[src/rtl/imm_gen_pipe.sv]
// imm_gen_pipe
//
// Pipelined immediate generator for the decode stage. A raw 32-bit RISC-V
// instruction is accepted over a valid/ready handshake, its format is
// classified from the opcode, and the sign-extended XLEN-bit immediate,
// format code and illegal flag are stored in a 2-entry output queue so a
// stalled execute stage never loses a decoded instruction. A saturating
// counter tracks how many illegal opcodes have been accepted.
//
// Optional feature macro: IMM_GEN_ZICSR_EN
//   defined   -> opcode 1110011 decodes as format Z (zero-extended rs1 field)
//   undefined -> opcode 1110011 is illegal
//
// Parameters:
//   XLEN  immediate width (32 or 64)
//   CNT_W width of the illegal-opcode counter
//
// Ports:
//   clk          clock, rising edge
//   rst_n        asynchronous active-low reset
//   flush        synchronous queue clear (counter is kept)
//   in_valid     in_instr is valid
//   in_ready     block can accept an instruction
//   in_instr     raw 32-bit instruction
//   out_valid    head-of-queue result is valid
//   out_ready    consumer takes the head entry
//   out_imm      immediate of the head entry (0 when out_valid=0)
//   out_fmt      format code 0=R 1=I 2=S 3=B 4=U 5=J 6=Z 7=illegal
//   out_illegal  head entry has an illegal opcode
//   illegal_cnt  saturating count of accepted illegal instructions

module imm_gen_pipe #(
    parameter int XLEN  = 32,
    parameter int CNT_W = 8
) (
    input  logic             clk,
    input  logic             rst_n,
    input  logic             flush,
    input  logic             in_valid,
    output logic             in_ready,
    input  logic [31:0]      in_instr,
    output logic             out_valid,
    input  logic             out_ready,
    output logic [XLEN-1:0]  out_imm,
    output logic [2:0]       out_fmt,
    output logic             out_illegal,
    output logic [CNT_W-1:0] illegal_cnt
);

    localparam logic [2:0] FMT_R   = 3'd0;
    localparam logic [2:0] FMT_I   = 3'd1;
    localparam logic [2:0] FMT_S   = 3'd2;
    localparam logic [2:0] FMT_B   = 3'd3;
    localparam logic [2:0] FMT_U   = 3'd4;
    localparam logic [2:0] FMT_J   = 3'd5;
    localparam logic [2:0] FMT_Z   = 3'd6;
    localparam logic [2:0] FMT_ILL = 3'd7;

    logic [2:0]      decFmt;
    logic [XLEN-1:0] decImm;

    logic [XLEN-1:0]  immMem_q [2];
    logic [2:0]       fmtMem_q [2];
    logic             rdPtr_q, rdPtr_d;
    logic             wrPtr_q, wrPtr_d;
    logic [1:0]       count_q, count_d;
    logic [CNT_W-1:0] illCnt_q, illCnt_d;

    logic push;
    logic pop;

    // Classify the instruction format from the opcode. The RV64 word-sized
    // opcodes are only legal when the block is built for a 64-bit datapath.
    always_comb begin
        decFmt = FMT_ILL;
        case (in_instr[6:0])
            7'b0110011: decFmt = FMT_R;
            7'b0111011: decFmt = (XLEN == 64) ? FMT_R : FMT_ILL;
            7'b0010011,
            7'b0000011,
            7'b1100111,
            7'b0001111: decFmt = FMT_I;
            7'b0011011: decFmt = (XLEN == 64) ? FMT_I : FMT_ILL;
            7'b0100011: decFmt = FMT_S;
            7'b1100011: decFmt = FMT_B;
            7'b0110111,
            7'b0010111: decFmt = FMT_U;
            7'b1101111: decFmt = FMT_J;
`ifdef IMM_GEN_ZICSR_EN
            7'b1110011: decFmt = FMT_Z;
`endif
            default:    decFmt = FMT_ILL;
        endcase
    end

    // Assemble the immediate for the decoded format. Size-casting a signed
    // value sign-extends it, which avoids zero-width replications when the
    // source field is already 32 bits wide and XLEN is 32.
    always_comb begin
        decImm = '0;
        case (decFmt)
            FMT_I:   decImm = XLEN'($signed(in_instr[31:20]));
            FMT_S:   decImm = XLEN'($signed({in_instr[31:25], in_instr[11:7]}));
            FMT_B:   decImm = XLEN'($signed({in_instr[31], in_instr[7],
                                             in_instr[30:25], in_instr[11:8], 1'b0}));
            FMT_U:   decImm = XLEN'($signed({in_instr[31:12], 12'b0}));
            FMT_J:   decImm = XLEN'($signed({in_instr[31], in_instr[19:12],
                                             in_instr[20], in_instr[30:21], 1'b0}));
            FMT_Z:   decImm = XLEN'(in_instr[19:15]);
            default: decImm = '0;
        endcase
    end

    // in_ready never looks at out_ready, so there is no combinational path
    // through the block from the consumer back to the producer.
    assign in_ready  = (count_q != 2'd2) && !flush;
    assign out_valid = (count_q != 2'd0);
    assign push      = in_valid && in_ready;
    assign pop       = out_valid && out_ready;

    // Queue bookkeeping and the illegal counter. Flush wins over everything
    // and discards a same-cycle pop; push is already blocked by in_ready.
    always_comb begin
        rdPtr_d  = rdPtr_q;
        wrPtr_d  = wrPtr_q;
        count_d  = count_q;
        illCnt_d = illCnt_q;
        if (flush) begin
            rdPtr_d = 1'b0;
            wrPtr_d = 1'b0;
            count_d = 2'd0;
        end else begin
            if (push) wrPtr_d = wrPtr_q + 1'b1;
            if (pop)  rdPtr_d = rdPtr_q + 1'b1;
            case ({push, pop})
                2'b10:   count_d = count_q + 2'd1;
                2'b01:   count_d = count_q - 2'd1;
                default: count_d = count_q;
            endcase
        end
        if (push && (decFmt == FMT_ILL) && (illCnt_q != {CNT_W{1'b1}})) begin
            illCnt_d = illCnt_q + CNT_W'(1);
        end
    end

    // State registers: pointers, occupancy and the illegal counter.
    always_ff @(posedge clk or negedge rst_n) begin
        if (!rst_n) begin
            rdPtr_q  <= 1'b0;
            wrPtr_q  <= 1'b0;
            count_q  <= 2'd0;
            illCnt_q <= '0;
        end else begin
            rdPtr_q  <= rdPtr_d;
            wrPtr_q  <= wrPtr_d;
            count_q  <= count_d;
            illCnt_q <= illCnt_d;
        end
    end

    // Queue storage, written at the write pointer on every accepted push.
    always_ff @(posedge clk or negedge rst_n) begin
        if (!rst_n) begin
            for (int i = 0; i < 2; i++) begin
                immMem_q[i] <= '0;
                fmtMem_q[i] <= FMT_R;
            end
        end else if (push) begin
            immMem_q[wrPtr_q] <= decImm;
            fmtMem_q[wrPtr_q] <= decFmt;
        end
    end

    // Head-of-queue outputs are forced to zero whenever nothing is valid.
    assign out_imm     = out_valid ? immMem_q[rdPtr_q] : '0;
    assign out_fmt     = out_valid ? fmtMem_q[rdPtr_q] : FMT_R;
    assign out_illegal = out_valid && (fmtMem_q[rdPtr_q] == FMT_ILL);
    assign illegal_cnt = illCnt_q;

endmodule
[config.mk]
export PLATFORM = sky130hd
export DESIGN_NAME = imm_gen_pipe
export DESIGN_NICKNAME = d
export VERILOG_FILES = /design/src/rtl/imm_gen_pipe.sv
export SDC_FILE = /design/constraint.sdc
export NUM_CORES = 1
export LEC_CHECK = 0
export ABC_CLOCK_PERIOD_IN_PS = 3250
export CORE_MARGIN = 1.5
export CORE_UTILIZATION = 56
export DETAILED_ROUTE_END_ITERATION = 10
export GPL_TIMING_DRIVEN = 0
export PLACE_DENSITY = 0.84
export SKIP_LAST_GASP = 1
export SLEW_MARGIN = 20
export SYNTH_ARGS = -nofsm -noshare
export SYNTH_HDL_FRONTEND = slang
export SYNTH_SLANG_ARGS = --single-unit
[constraint.sdc]
create_clock -name clk -period 3.25 [get_ports clk]
set_clock_uncertainty 0.05 [all_clocks]
set_input_delay 0.65 -clock clk [delete_from_list [all_inputs] [get_ports clk]]
set_output_delay 0.65 -clock clk [all_outputs]
set_load 0.01 [all_outputs]
* Word-level counts from Yosys, hierarchy flattened *
Index checks and enable logic that the tools add are counted.

operators by class
  equality and inequality tests = 22
  $lt $le $gt $ge = 3
  muxes and demuxes = 22
  bitwise operators = 2
  reductions and logical operators = 14
  add/sub/neg operators = 5

operators with widths
  cell                 count
  $pmux 32 s6          1
  $mux 32              5
  $bwmux 64            1
  $demux 32 s1         1
  $eq 7x6->1 const B   3
  $eq 7x7->1 const B   3
  $pmux 3 s6           1
  $eq 3x3->1 const B   5
  $mux 3               5
  $eq 7x5->1 const B   2
  $add 8x1->8 const B  1
  $ne 8x8->1 const B   1
  $eq 7x2->1 const B   1
  $eq 7x4->1 const B   1
  $logic_and 1x1->1    7
  $bwmux 6             1
  $eq 3x2->1 const B   2
  $reduce_bool 2->1    3
  $ge 2x2->1 const B   2
  $mux 1               4
  $not 1->2            2
  $pmux 2 s2           1
  $reduce_or 4->1      1
  $demux 3 s1          1
  other kinds (12)     13

storage, ports and cells
  word-level logic and storage cells = 76
  output and inout bits = 46
  input bits = 37
  flip-flop bits (word level) = 82

* Longest topological paths before layout *
  word-level depth = 6
  mapped depth = 7
  depth with buffers taken out = 6

* Least setup slack after synthesis *
No wires, ideal clock.

  path type = input to register
  start point = in in_instr[5]
  end point = reg immMem_q[10] (netlist name)
  stages on the path = 6
  slack = 1.097 ns
  data required time = 3.135 ns
  setup time = 0.065 ns
  path buffers = 1
  data arrival time = 2.037 ns
  cells stage by stage = buf_6 > or3b_4 > a211o_2 > a31o_4 > nor2_4 > a22o_1

on the way
  word-level cells in the longest chain between the ends = 6
  elaborated cells on any way between the ends = 21
  classes of those cells = eq/ne (16); mux (3); reduce/logical (2)

ends and longest elaborated chain
  item                                                line  RTL
  start: declaration                                  41    input logic [31:0] in_instr,
  $eq 7x5->1, or another cell as far along            76    case (in_instr[6:0])
  $reduce_or 4->1 or $reduce_or 2->1 (tied branches)  76
  $pmux 3 s6 (*)                                      76
  $eq 3x3->1, or another cell as far along            101   case (decFmt)
  $pmux 32 s6 (*)                                     101
  $bwmux 64 (*)                                       169   immMem_q[wrPtr_q] <= decImm;
  end signal: indexed assignment                      169
  end: declaration                                    62    logic [XLEN-1:0] immMem_q [2];

Every way passes the cells marked *; elsewhere a longest branch is shown, timed or not.
A chain may end at the register's enable or synchronous reset.

* Final worst setup path *
  start point = reg rdPtr_q
  end point = out out_imm[7]

on the way
  word-level cells in the longest chain between the ends = 5

ends and longest elaborated chain
  item                                         line  RTL
  start: declaration                           64    logic rdPtr_q, rdPtr_d;
  start signal: assignment                     154   rdPtr_q <= rdPtr_d;
  $not 1->2 (not written as such)              175   assign out_imm = out_valid ? immMem_q[rdPtr_q] : '0;
  $mux 32 (not written as such) (3 in series)  175
  $mux 32                                      175
  end: declaration                             44    output logic [XLEN-1:0] out_imm,

No other way between the ends. The select of a mux whose other input is x is not followed.

==> results.tsv <==
metric	value	unit
count_of_cell_types_in_the_netlist	47	
run_status	complete, no violations	
globalRouteTotalUtil	28.2	%
design.die.area	7970	um^2
slew_violations	0	
crit_type	reg2out	
required	2.55	ns
max_stage_delay	0.70	ns
syn_to_final_growth	27.9	%
setup_violating_endpoint_count_in_the_final_report	0	
worst_skew_pair.late_latency	0.36	ns
number_of_drc_markers_after_the_initial_detailed_route_iteration	153	
cts_tree	done	
cp_cell_sequence	clkbuf_1 > mux2i_1 > nor2_1 > clkdlybuf4s50_1	
final-seq-area	2050	um^2
design.portCount	83	
netlist_instances	426	
achievable-frequency	0.332	GHz
antenna-diode-count	0	
global_route.overflow_total	0	
combined_area_of_all_synthesized_cells	4170	um^2
placementRows	31	
syn_area_per_cell	9.78	um^2
routedWlPerCell	16.9	um
unrepaired_setup_endpoints_after_global_routing	no	
timing.max_slew.rel_slack	38.0	%
core-area	7210	um^2
cap_viol_max_count	0	
finish.instance_area	5330	um^2
detail_route.drc_violations	0	
dr.pass1.iters	4	
worst_ep_arrival_time	2.32	ns
die_y	89.3	um
post_synth_edffs	0	
initial_utilization	57.8	%
power_per_cell_area	550	nW/um^2
timing.critical_path.from_type	flip-flop	
multi_input_gate_area_in_the_final_layout	1960	um^2
grt_first_pass_wirelength	16900	um
grt_max_degree	44	
vias	3493	
clock_tree_buf_depth	2	
synth_sequential_area_ratio	49.2	%
fraction_of_the_cycle_the_final_worst_path_needs	92.8	%
critical_path.slowest_cell	clkbuf_1	
power.ir.vdd_worst	0.351	mV
final_hold_viol_count	0	
worstPathBufferInverterCount	2	
mostFrequentLayoutCell	dfrtp_1	
final_layout_size_suffix_gt1_share	9.58	%
grt_antenna_before_repair	0	
path_clk_slew	0.09	ns
path_delay_family	buffers and inverters	
post_place_instance_area	5100	um^2
hold_class	in2async	
worstSetupEndpointType	output port	
floorplan.die.width	89.3	um
postSynth.topFlopCell	dfrtp_1	
final_period_minus_worst_setup_slack	3.02	ns
mostFrequentLayoutCells	82 x dfrtp_1, 78 x clkdlybuf4s50_1, 73 x nor2_1	
number_of_global_route_vias_before_repair	3441	
hpwlAfterDp	7440	um
crit_fanout	10	
cts_sinks	82	
route.detailed.vias_per_inst	5.62	
tightestPinTransition	0.930	ns
hold_buffers	0	
synth.ff_latch_count	82	
post_cts_buffers	0	
synthesized_nets	464	
cts_buffers	9	
route.final.wire_length	10500	um
gpl.final_weighted_congestion	0.847	
synth.yosys.warnings	0	
power_leakage	0.00218	uW
clock_tree.htree_level_count	3	
finalNetCount	555	
route.antenna.remaining_nets	0	
fillers	537	
cts_root_buffer	clkbuf_8	
hold_slack	0.209	ns
synth-async-reset-ratio	100	%
buffer_ports.inserted	79	
path summary, 6_finish.rpt:
| check | start | to | slack (ns) | cells past startpoint |
|---|---|---|---|---|
| max reg2reg | count_q[0]$_DFFE_PN0P_ | immMem_q[43]$_DFFE_PN0P_ | 1.24 | 5 |
| max in group asynchronous | rst_n | immMem_q[13]$_DFFE_PN0P_ | 2.32 | 2 |
| max | rdPtr_q$_DFFE_PN0P_ | out_imm[7] | 0.23 | 4 |
| min in group clk | fmtMem_q[5]$_DFFE_PN0P_ | fmtMem_q[5]$_DFFE_PN0P_ | 0.44 | 2 |
| min | rst_n | immMem_q[60]$_DFFE_PN0P_ | 0.21 | 1 |
| min reg2reg | fmtMem_q[5]$_DFFE_PN0P_ | fmtMem_q[5]$_DFFE_PN0P_ | 0.44 | 2 |
area by class of cell:
type	instances	area share [%]
plain buffers	29	2.63
clock buffers	11	2.65
clock inverters	5	1.62
inverters	5	0.352
multi-input cells	310	36.8
flip-flops and latches	82	38.5
well taps	99	2.32
repair buffers	80	15.2
synthesized netlist by cell type (all sizes together) (2+ instances only):
cell type / count / area share [%]
xor2: 7 / 1.5
nand3: 6 / 0.84
mux2i: 38 / 9.1
o21ai: 20 / 2.4
mux2: 5 / 1.4
a211o: 3 / 0.66
dfrtp: 82 / 49
nor2b: 5 / 0.75
nor2: 75 / 7.1
a31oi: 3 / 0.81
xnor2: 2 / 0.42
nand2b: 4 / 0.60
o21a: 2 / 0.36
and2: 9 / 1.4
a21oi: 30 / 4.6
o22a: 16 / 3.4
nand2: 42 / 3.8
clkbuf: 20 / 1.8
inv: 5 / 0.45
nor3: 7 / 0.84
and3: 2 / 0.30
or2: 2 / 0.30
nand3b: 4 / 0.72
a22oi: 5 / 0.90
buf: 9 / 1.5
a22o: 12 / 2.5
report_power, final:
| part | total, uW | internal (uW) | leakage [uW] | switching, uW |
|---|---|---|---|---|
| Clock | 849 | 459 | 0.000108 | 390 |
| Sequential | 1360 | 1220 | 0.00104 | 141 |
| Combinational | 721 | 374 | 0.00104 | 347 |
routing by layer:
layer	vias up	share of wire, %	global-route usage, %	wire (um)
met1	1700	44	39.7	4650
met2	111	48	44.0	5030
met5	-	0	0	0
met4	0	2.0	11.3	208
li1	1666	-	-	-
met3	16	5.7	4.62	597
per-stage QoR:
stage | util [%] | setup WS [ns] | std cells | total power [uW] | TNS [ns]
after floorplan | - | 1.10 | 426 | 1770 | 0
after global placement | 70.4 | -1.34 | 604 | 2060 | -109.64
after CTS | 73.9 | 0.0278 | 621 | 2950 | 0
final | 73.9 | 0.234 | 621 | 2930 | 0
after global routing | 73.9 | 0.120 | 621 | 3090 | 0
after detailed placement | 70.7 | 0.351 | 605 | 2100 | 0
state kept, by name, summed over array words and instances, names as in the netlist:
register     flops
rdPtr_q          1
immMem_q        64
wrPtr_q          1
fmtMem_q         6
count_q          2
illegal_cnt      8
kinds of logic after synthesis:
| logic type | after synthesis | synth area share (%) |
|---|---|---|
| muxes | 43 | 10.5 |
| AOI/OAI and AO/OA | 98 | 17.2 |
| DFF | 82 | 49.2 |
| xor gates and xnor gates | 9 | 1.89 |
| adders and majority gates | 1 | 0.300 |
| buffers and inverters | 34 | 3.72 |
| and+or+nand+nor | 159 | 17.2 |
timing repair:
action,CTS,global route
gates resized for setup,1,4
pin swaps,0,0
endpoints found under the setup margin,5,20
(Power assumes the default switching activity.)
